`src/rtl/counter_ctrl_pkg.sv`:
```
// -----------------------------------------------------------------------------
// counter_ctrl_pkg
// Shared types and defaults for the counter command controller.
//   state_e : direction FSM state (IDLE / HOLD / REPEAT)
//   dir_e   : active direction (UP / DN)
//   DEF_*   : default debounce and auto-repeat timing, in clk cycles
//   max2()  : helper used to size the shared repeat timer
// -----------------------------------------------------------------------------
package counter_ctrl_pkg;

  localparam int DEF_DEB_CYCLES = 4;
  localparam int DEF_REP_DELAY  = 16;
  localparam int DEF_REP_RATE   = 4;

  typedef enum logic [1:0] {
    ST_IDLE   = 2'd0,
    ST_HOLD   = 2'd1,
    ST_REPEAT = 2'd2
  } state_e;

  typedef enum logic {
    DIR_UP = 1'b0,
    DIR_DN = 1'b1
  } dir_e;

  function automatic int max2(input int a, input int b);
    return (a > b) ? a : b;
  endfunction

endpackage

```
`src/rtl/counter_cmd_ctrl_if.sv`:
```
// -----------------------------------------------------------------------------
// counter_cmd_ctrl_if
// Bundles the raw button / switch inputs and the command outputs of
// counter_cmd_ctrl.
//   btn_up, btn_dn, btn_load : raw (bouncy) buttons
//   sw_in[4:0]               : switch value to load
//   up, down, load           : one-cycle commands to the downstream counter
//   IN[4:0]                  : load value, held between loads
// master : drives the buttons/switches and observes the commands
// slave  : the controller itself
// -----------------------------------------------------------------------------
interface counter_cmd_ctrl_if;

  logic       btn_up;
  logic       btn_dn;
  logic       btn_load;
  logic [4:0] sw_in;
  logic       up;
  logic       down;
  logic       load;
  logic [4:0] IN;

  modport master (
    output btn_up, btn_dn, btn_load, sw_in,
    input  up, down, load, IN
  );

  modport slave (
    input  btn_up, btn_dn, btn_load, sw_in,
    output up, down, load, IN
  );

endinterface

```
`src/rtl/btn_debounce.sv`:
```
// -----------------------------------------------------------------------------
// btn_debounce
// Counts consecutive samples of raw that differ from the current filtered
// level; the level flips on the edge where the DEB_CYCLES-th consecutive
// differing sample is taken. Any sample equal to the current level restarts
// the count. raw is expected to be synchronous to clk already.
//   clk   : system clock
//   rst   : synchronous active-high reset (level and count to 0)
//   raw   : raw button input
//   level : filtered button level
// -----------------------------------------------------------------------------
module btn_debounce
  import counter_ctrl_pkg::*;
#(
  parameter int DEB_CYCLES = DEF_DEB_CYCLES
) (
  input  logic clk,
  input  logic rst,
  input  logic raw,
  output logic level
);

  localparam int CW = (DEB_CYCLES > 1) ? $clog2(DEB_CYCLES) : 1;
  localparam logic [CW-1:0] CNT_LAST = CW'(DEB_CYCLES - 1);

  logic          level_q, level_d;
  logic [CW-1:0] cnt_q, cnt_d;

  always_comb begin
    level_d = level_q;
    cnt_d   = '0;
    if (raw != level_q) begin
      if (cnt_q == CNT_LAST) begin
        level_d = raw;
      end else begin
        cnt_d = cnt_q + 1'b1;
      end
    end
  end

  always_ff @(posedge clk) begin
    if (rst) begin
      level_q <= 1'b0;
      cnt_q   <= '0;
    end else begin
      level_q <= level_d;
      cnt_q   <= cnt_d;
    end
  end

  assign level = level_q;

endmodule

```
`src/rtl/counter_cmd_ctrl.sv`:
```
// -----------------------------------------------------------------------------
// counter_cmd_ctrl
// Turns three bouncy buttons into clean one-cycle up/down/load commands for a
// downstream 5-bit counter, with hold-to-auto-repeat on the direction buttons.
//   clk  : system clock
//   rst  : synchronous active-high reset
//   bus  : counter_cmd_ctrl_if.slave (buttons, sw_in in; up/down/load/IN out)
//
// Direction FSM
//   state  | meaning
//   IDLE   | no direction active; waiting for a filtered rising edge
//   HOLD   | first pulse sent; waiting REP_DELAY cycles of continued hold
//   REPEAT | auto-repeat; one pulse every REP_RATE cycles while held
//
// Priority is load > down > up. Filtered load high forces IDLE and blocks
// direction pulses. Commands only start on filtered rising edges, so a button
// that is still held when the FSM drops back to IDLE stays silent until it is
// released and pressed again.
// -----------------------------------------------------------------------------
module counter_cmd_ctrl
  import counter_ctrl_pkg::*;
#(
  parameter int DEB_CYCLES = DEF_DEB_CYCLES,
  parameter int REP_DELAY  = DEF_REP_DELAY,
  parameter int REP_RATE   = DEF_REP_RATE
) (
  input logic               clk,
  input logic               rst,
  counter_cmd_ctrl_if.slave bus
);

  // One timer serves both HOLD and REPEAT; it is compared against a limit
  // and never counts past the larger one, so it cannot wrap.
  localparam int TMR_MAX = max2(REP_DELAY, REP_RATE);
  localparam int TW      = $clog2(TMR_MAX + 1);
  localparam logic [TW-1:0] DELAY_LAST = TW'(REP_DELAY - 1);
  localparam logic [TW-1:0] RATE_LAST  = TW'(REP_RATE - 1);

  logic lvl_up, lvl_dn, lvl_ld;
  logic prev_up_q, prev_dn_q, prev_ld_q;
  logic rise_up, rise_dn, rise_ld;
  logic active;
  logic [TW-1:0] tmr_last;

  state_e        state_q, state_d;
  dir_e          dir_q, dir_d;
  logic [TW-1:0] timer_q, timer_d;
  logic          up_q, up_d;
  logic          down_q, down_d;
  logic          load_q, load_d;
  logic [4:0]    in_q, in_d;

  btn_debounce #(.DEB_CYCLES(DEB_CYCLES)) u_deb_up (
    .clk   (clk),
    .rst   (rst),
    .raw   (bus.btn_up),
    .level (lvl_up)
  );

  btn_debounce #(.DEB_CYCLES(DEB_CYCLES)) u_deb_dn (
    .clk   (clk),
    .rst   (rst),
    .raw   (bus.btn_dn),
    .level (lvl_dn)
  );

  btn_debounce #(.DEB_CYCLES(DEB_CYCLES)) u_deb_ld (
    .clk   (clk),
    .rst   (rst),
    .raw   (bus.btn_load),
    .level (lvl_ld)
  );

  assign rise_up  = lvl_up & ~prev_up_q;
  assign rise_dn  = lvl_dn & ~prev_dn_q;
  assign rise_ld  = lvl_ld & ~prev_ld_q;
  assign active   = (dir_q == DIR_DN) ? lvl_dn : lvl_up;
  assign tmr_last = (state_q == ST_REPEAT) ? RATE_LAST : DELAY_LAST;

  always_comb begin
    state_d = state_q;
    dir_d   = dir_q;
    timer_d = timer_q;
    up_d    = 1'b0;
    down_d  = 1'b0;
    load_d  = rise_ld;
    in_d    = rise_ld ? bus.sw_in : in_q;

    if (lvl_ld) begin
      state_d = ST_IDLE;
      timer_d = '0;
    end else begin
      case (state_q)
        ST_IDLE: begin
          // Simultaneous rises resolve to DN.
          if (rise_dn) begin
            down_d  = 1'b1;
            dir_d   = DIR_DN;
            state_d = ST_HOLD;
            timer_d = '0;
          end else if (rise_up) begin
            up_d    = 1'b1;
            dir_d   = DIR_UP;
            state_d = ST_HOLD;
            timer_d = '0;
          end
        end

        ST_HOLD, ST_REPEAT: begin
          if ((dir_q == DIR_UP) && rise_dn) begin
            // Down overrides an active up; the up press is simply ignored
            // in the opposite case.
            down_d  = 1'b1;
            dir_d   = DIR_DN;
            state_d = ST_HOLD;
            timer_d = '0;
          end else if (!active) begin
            state_d = ST_IDLE;
            timer_d = '0;
          end else if (timer_q >= tmr_last) begin
            if (dir_q == DIR_DN) begin
              down_d = 1'b1;
            end else begin
              up_d = 1'b1;
            end
            state_d = ST_REPEAT;
            timer_d = '0;
          end else begin
            timer_d = timer_q + 1'b1;
          end
        end

        default: begin
          state_d = ST_IDLE;
          timer_d = '0;
        end
      endcase
    end
  end

  always_ff @(posedge clk) begin
    if (rst) begin
      state_q   <= ST_IDLE;
      dir_q     <= DIR_UP;
      timer_q   <= '0;
      prev_up_q <= 1'b0;
      prev_dn_q <= 1'b0;
      prev_ld_q <= 1'b0;
      up_q      <= 1'b0;
      down_q    <= 1'b0;
      load_q    <= 1'b0;
      in_q      <= 5'b00000;
    end else begin
      state_q   <= state_d;
      dir_q     <= dir_d;
      timer_q   <= timer_d;
      prev_up_q <= lvl_up;
      prev_dn_q <= lvl_dn;
      prev_ld_q <= lvl_ld;
      up_q      <= up_d;
      down_q    <= down_d;
      load_q    <= load_d;
      in_q      <= in_d;
    end
  end

  assign bus.up   = up_q;
  assign bus.down = down_q;
  assign bus.load = load_q;
  assign bus.IN   = in_q;

endmodule

```
`src/flat_wrapper.sv`:
```
// flat-port wrapper written by rule: the top's interface ports become plain ports
module counter_cmd_ctrl_flat import counter_ctrl_pkg::*;
#(
  parameter int DEB_CYCLES = DEF_DEB_CYCLES,
  parameter int REP_DELAY  = DEF_REP_DELAY,
  parameter int REP_RATE   = DEF_REP_RATE
)
  (clk, rst, bus_btn_up, bus_btn_dn, bus_btn_load, bus_sw_in, bus_up, bus_down, bus_load, bus_IN);
  counter_cmd_ctrl_if bus_i ();
  input logic clk;
  input logic rst;
  input wire logic [$bits(bus_i.btn_up)-1:0] bus_btn_up;
  input wire logic [$bits(bus_i.btn_dn)-1:0] bus_btn_dn;
  input wire logic [$bits(bus_i.btn_load)-1:0] bus_btn_load;
  input wire logic [$bits(bus_i.sw_in)-1:0] bus_sw_in;
  output wire logic [$bits(bus_i.up)-1:0] bus_up;
  output wire logic [$bits(bus_i.down)-1:0] bus_down;
  output wire logic [$bits(bus_i.load)-1:0] bus_load;
  output wire logic [$bits(bus_i.IN)-1:0] bus_IN;
  assign bus_i.btn_up = bus_btn_up;
  assign bus_i.btn_dn = bus_btn_dn;
  assign bus_i.btn_load = bus_btn_load;
  assign bus_i.sw_in = bus_sw_in;
  assign bus_up = bus_i.up;
  assign bus_down = bus_i.down;
  assign bus_load = bus_i.load;
  assign bus_IN = bus_i.IN;
  counter_cmd_ctrl #(.DEB_CYCLES(DEB_CYCLES), .REP_DELAY(REP_DELAY), .REP_RATE(REP_RATE)) u_core (.clk(clk), .rst(rst), .bus(bus_i));
endmodule
```
`config.mk`:
```
export PLATFORM = sky130hd
export DESIGN_NAME = counter_cmd_ctrl_flat
export DESIGN_NICKNAME = d
export VERILOG_FILES = /design/src/rtl/counter_ctrl_pkg.sv /design/src/rtl/counter_cmd_ctrl_if.sv /design/src/rtl/btn_debounce.sv /design/src/rtl/counter_cmd_ctrl.sv /design/src/flat_wrapper.sv
export SDC_FILE = /design/constraint.sdc
export NUM_CORES = 1
export LEC_CHECK = 0
export ABC_AREA = 1
export BUFFER_PORTS_ARGS = -buffer_cell sky130_fd_sc_hd__clkbuf_2
export CAP_MARGIN = 20
export CORE_ASPECT_RATIO = 0.8
export CORE_MARGIN = 3
export CORE_UTILIZATION = 50
export CTS_CLUSTER_SIZE = 8
export DETAILED_ROUTE_END_ITERATION = 16
export PLACE_DENSITY = 0.74
export SYNTH_ARGS = -nofsm -noshare
export SYNTH_HDL_FRONTEND = slang
export SYNTH_HIERARCHICAL = 1
export SYNTH_SLANG_ARGS = --single-unit
```
`constraint.sdc`:
```
create_clock -name clk -period 1.38 [get_ports clk]
set_input_delay 0.345 -clock clk [delete_from_list [all_inputs] [get_ports clk]]
set_output_delay 0.345 -clock clk [all_outputs]
set_load 0.005 [all_outputs]
```
==> out/qor.csv <==
stage,metric,value,unit
run,max cap viols,0,
clock_network,clock slew at reported path FFs,0.15,ns
grt,global-route wire length before repair,4.153,mm
synthesis,Mapped Cells,179,
clock_network,root buffer cell,clkbuf_4,
layout,fin area,1708,um^2
placement,dpl hpwl,1.863,mm
outcome,status,"complete, but fails checks",
timing,Final WS setup,-0.06195,ns
floorplanning,Rows,16,
layout,Final nets,232,
power_and_ir_drop,overall power,2.445,mW
synthesis,syn_area_per_cell,7.563,um^2
synthesis,syn nets,197,
clock_network,H-tree depth,1,
timing,worst slew pin tran,0.3642,ns
route,DR WL/cell,10.85,um
power_and_ir_drop,clock power share,21.5,%
synthesis,post-synthesis async set-or-reset flop share,0,%
power_and_ir_drop,VDD IR-drop max,989.4,uV
synthesis,Synth area leader,dfxtp_1,
synthesis,main flop type after synthesis,dfxtp_1,
synthesis,Synth area leaders,"dfxtp_1 (41%), nand2_1 (10%), ha_1 (7.4%)",
worst_setup_path,crit path DAT,1.71,ns
synthesis,"Distinct cells, synth",28,
grt,largest net degree at the start of global routing,17,
grt,antenna violations before repair,0,
floorplanning,Die W,64.18,um
timing,RSZ-0062 raised after global routing,yes,
timing,FMAX,693.5,MHz
layout,# diodes,0,
synthesis,"Warnings, synthesis",6,
power_and_ir_drop,Leak,0.7543,nW
route,Vias/cell,4.815,
synthesis,register area share after synthesis,41.40,%
placement,Placed Cells,241,
synthesis,"Cell Area, Synth",1354,um^2
synthesis,register bit total from synthesis,28,
layout,fin cells,249,
floorplanning,Die Ht,52.54,um
grt,GRT overflow,0,
outcome,violated checks,negative setup slack,
timing,crit share post-route,104.5,%
power_and_ir_drop,NetSw,0.8073,mW
route,routed vias,1199,
route,Detailed Routing Iterations Pass 1,4,
synthesis,top-area cell type share of the netlist area,41.40,%
timing,Final Skew,0.007509,ns
layout,most frequent cells in the layout,"nand2_1 (36), dfxtp_1 (25), inv_1 (24)",
floorplanning,initial core utilization,54.10,%
placement,placed cell area,1555,um^2
floorplanning,IO Count,18,
worst_setup_path,crit path kind,flip-flop to flip-flop,
clock_network,"Clk Latency, worst-skew pair",0.33,ns
layout,proportion of layout cells with a drive suffix above 1,33.33,%
synthesis,Post-synth EDFFs,0,
worst_hold_path,Hold Crit Class,primary input to flip-flop,
grt,global-route total usage across every layer,15.93,%
worst_setup_path,WP data required,1.65,ns
layout,fin util,68.25,%
grt,vias in the first global route,1017,
power_and_ir_drop,switching share of power,33.02,%
route,DRC errors left,0,
timing,Final min period,1.442,ns
timing,"Hold Vio Cnt, Final",0,
placement,Setup WS pre-CTS,-0.07217,ns
placement,GP Congestion,0.8275,
timing,Final setup viols,9,
placement,PortBufs,17,
timing,Pins Over Slew Limit,0,
clock_network,clock sink count,28,
floorplanning,Die Area,3372,um^2
clock_network,Clock Path Buffers,2,
route,Initial DRC Count,37,
route,total wire length,2.702,mm
clock_network,CTS tree,built,
timing,slew margin rel.,75.63,%
layout,"commonest non-fill, non-tap cell in the layout",nand2_1,
worst_setup_path,worst-path maximum fanout,5,
route,Post-DRT Antenna Nets,0,
worst_setup_path,Setup crit start kind,flip-flop,
power_and_ir_drop,Seq pwr share,39.0,%
worst_setup_path,crit end category,flip-flop,
layout,area grow syn2layout,26.16,%
power_and_ir_drop,Logic pwr share,39.5,%
power_and_ir_drop,Int Power,1.638,mW
clock_network,CTS Buf Count,3,
floorplanning,Core Area,2502,um^2
power_and_ir_drop,P per Cell Area,1432,nW/um^2
-- final cells by class --
class	count	area, um^2
fillers	197	794.5
multi-input cells	119	730.7
flip-flops and latches	28	566.8
repair buffers	31	190.2
inverters	31	122.6
well taps	36	45.04
clock inverters	1	30.03
clock buffers	3	22.52
-- cells in the mapped netlist, drive strengths merged, types with 2 or more instances --
cell	instances
ha	8
nor3	4
inv	29
dfxtp	28
nand2	41
nand4	3
o21ai	2
xor2	2
nand3	11
nor2	32
a21oi	11
-- power by group through the flow --
stage | Clock (mW) | Combinational, mW | Sequential (mW)
after global placement | 0 | 0.782 | 0.943
after CTS | 0.543 | 0.826 | 0.951
after floorplan | 0 | 0.505 | 0.943
after global routing | 0.576 | 1.06 | 0.965
final | 0.526 | 0.965 | 0.954
after detailed placement | 0 | 0.807 | 0.950
-- worst paths after layout --
kind | from | to | slack (ns) | cells after the start
setup / recovery | u_core/state_q[0] | u_core/timer_q[0] | -0.06 | 8
hold / removal | bus_sw_in[0] | u_core/bus.IN[0] | 0.23 | 3
setup reg to reg | u_core/state_q[0] | u_core/timer_q[0] | -0.06 | 8
hold reg to reg | u_core/u_deb_dn/cnt_q[0] | u_core/u_deb_dn/cnt_q[0] | 0.43 | 1
-- worst max-delay path: stages, from the launching register on --
cell and delay, ns:
dfxtp_2 0.38, inv_4 0.06, ha_4 0.15, or2_1 0.21
a21oi_2 0.16, nand3_2 0.12, nand2_4 0.11, nand2_4 0.08
a21oi_2 0.11
-- layer usage --
metal,track usage [%],routed length [um],up-vias
li1,-,-,621
met1,17.83,1157,538
met2,28.47,1355,34
met3,4.936,152,6
met4,6.316,37,0
met5,0,0,-
-- state kept, by name, summed over array words and instances, names as in the netlist, 2 cells and up --
register	count
u_core/u_deb_up/cnt_q	2
u_core/u_deb_ld/cnt_q	2
u_core/u_deb_dn/cnt_q	2
u_core/state_q	2
u_core/timer_q	5
u_core/bus.IN	5
-- cell families after synthesis --
| group | share of synthesized area [%] |
|---|---|
| compound gates | 7.116 |
| simple gates | 33.18 |
| buf+inv | 8.964 |
| xor+xnor | 1.941 |
| flops | 41.40 |
| fa+ha+maj | 7.394 |
-- what timing repair did --
item / in CTS / in global routing
setup buffers: 2 / 2
resized for setup: 9 / 10
hold buffers: 0 / 0
pin swaps: 7 / 7
setup endpoints to repair: 7 / 10
-- through the flow --
step | hold WS (ns) | TNS [ns]
3_3_place_gp | 0.4027 | -0.04641
3_5_place_dp | 0.4108 | -0.3790
5_1_grt | 0.2090 | -0.8602
2_1_floorplan | 0.3962 | 0
4_1_cts | 0.2168 | -0.3502
6_report | 0.2285 | -0.3218
No activity file was read; power rests on OpenSTA's default activity.
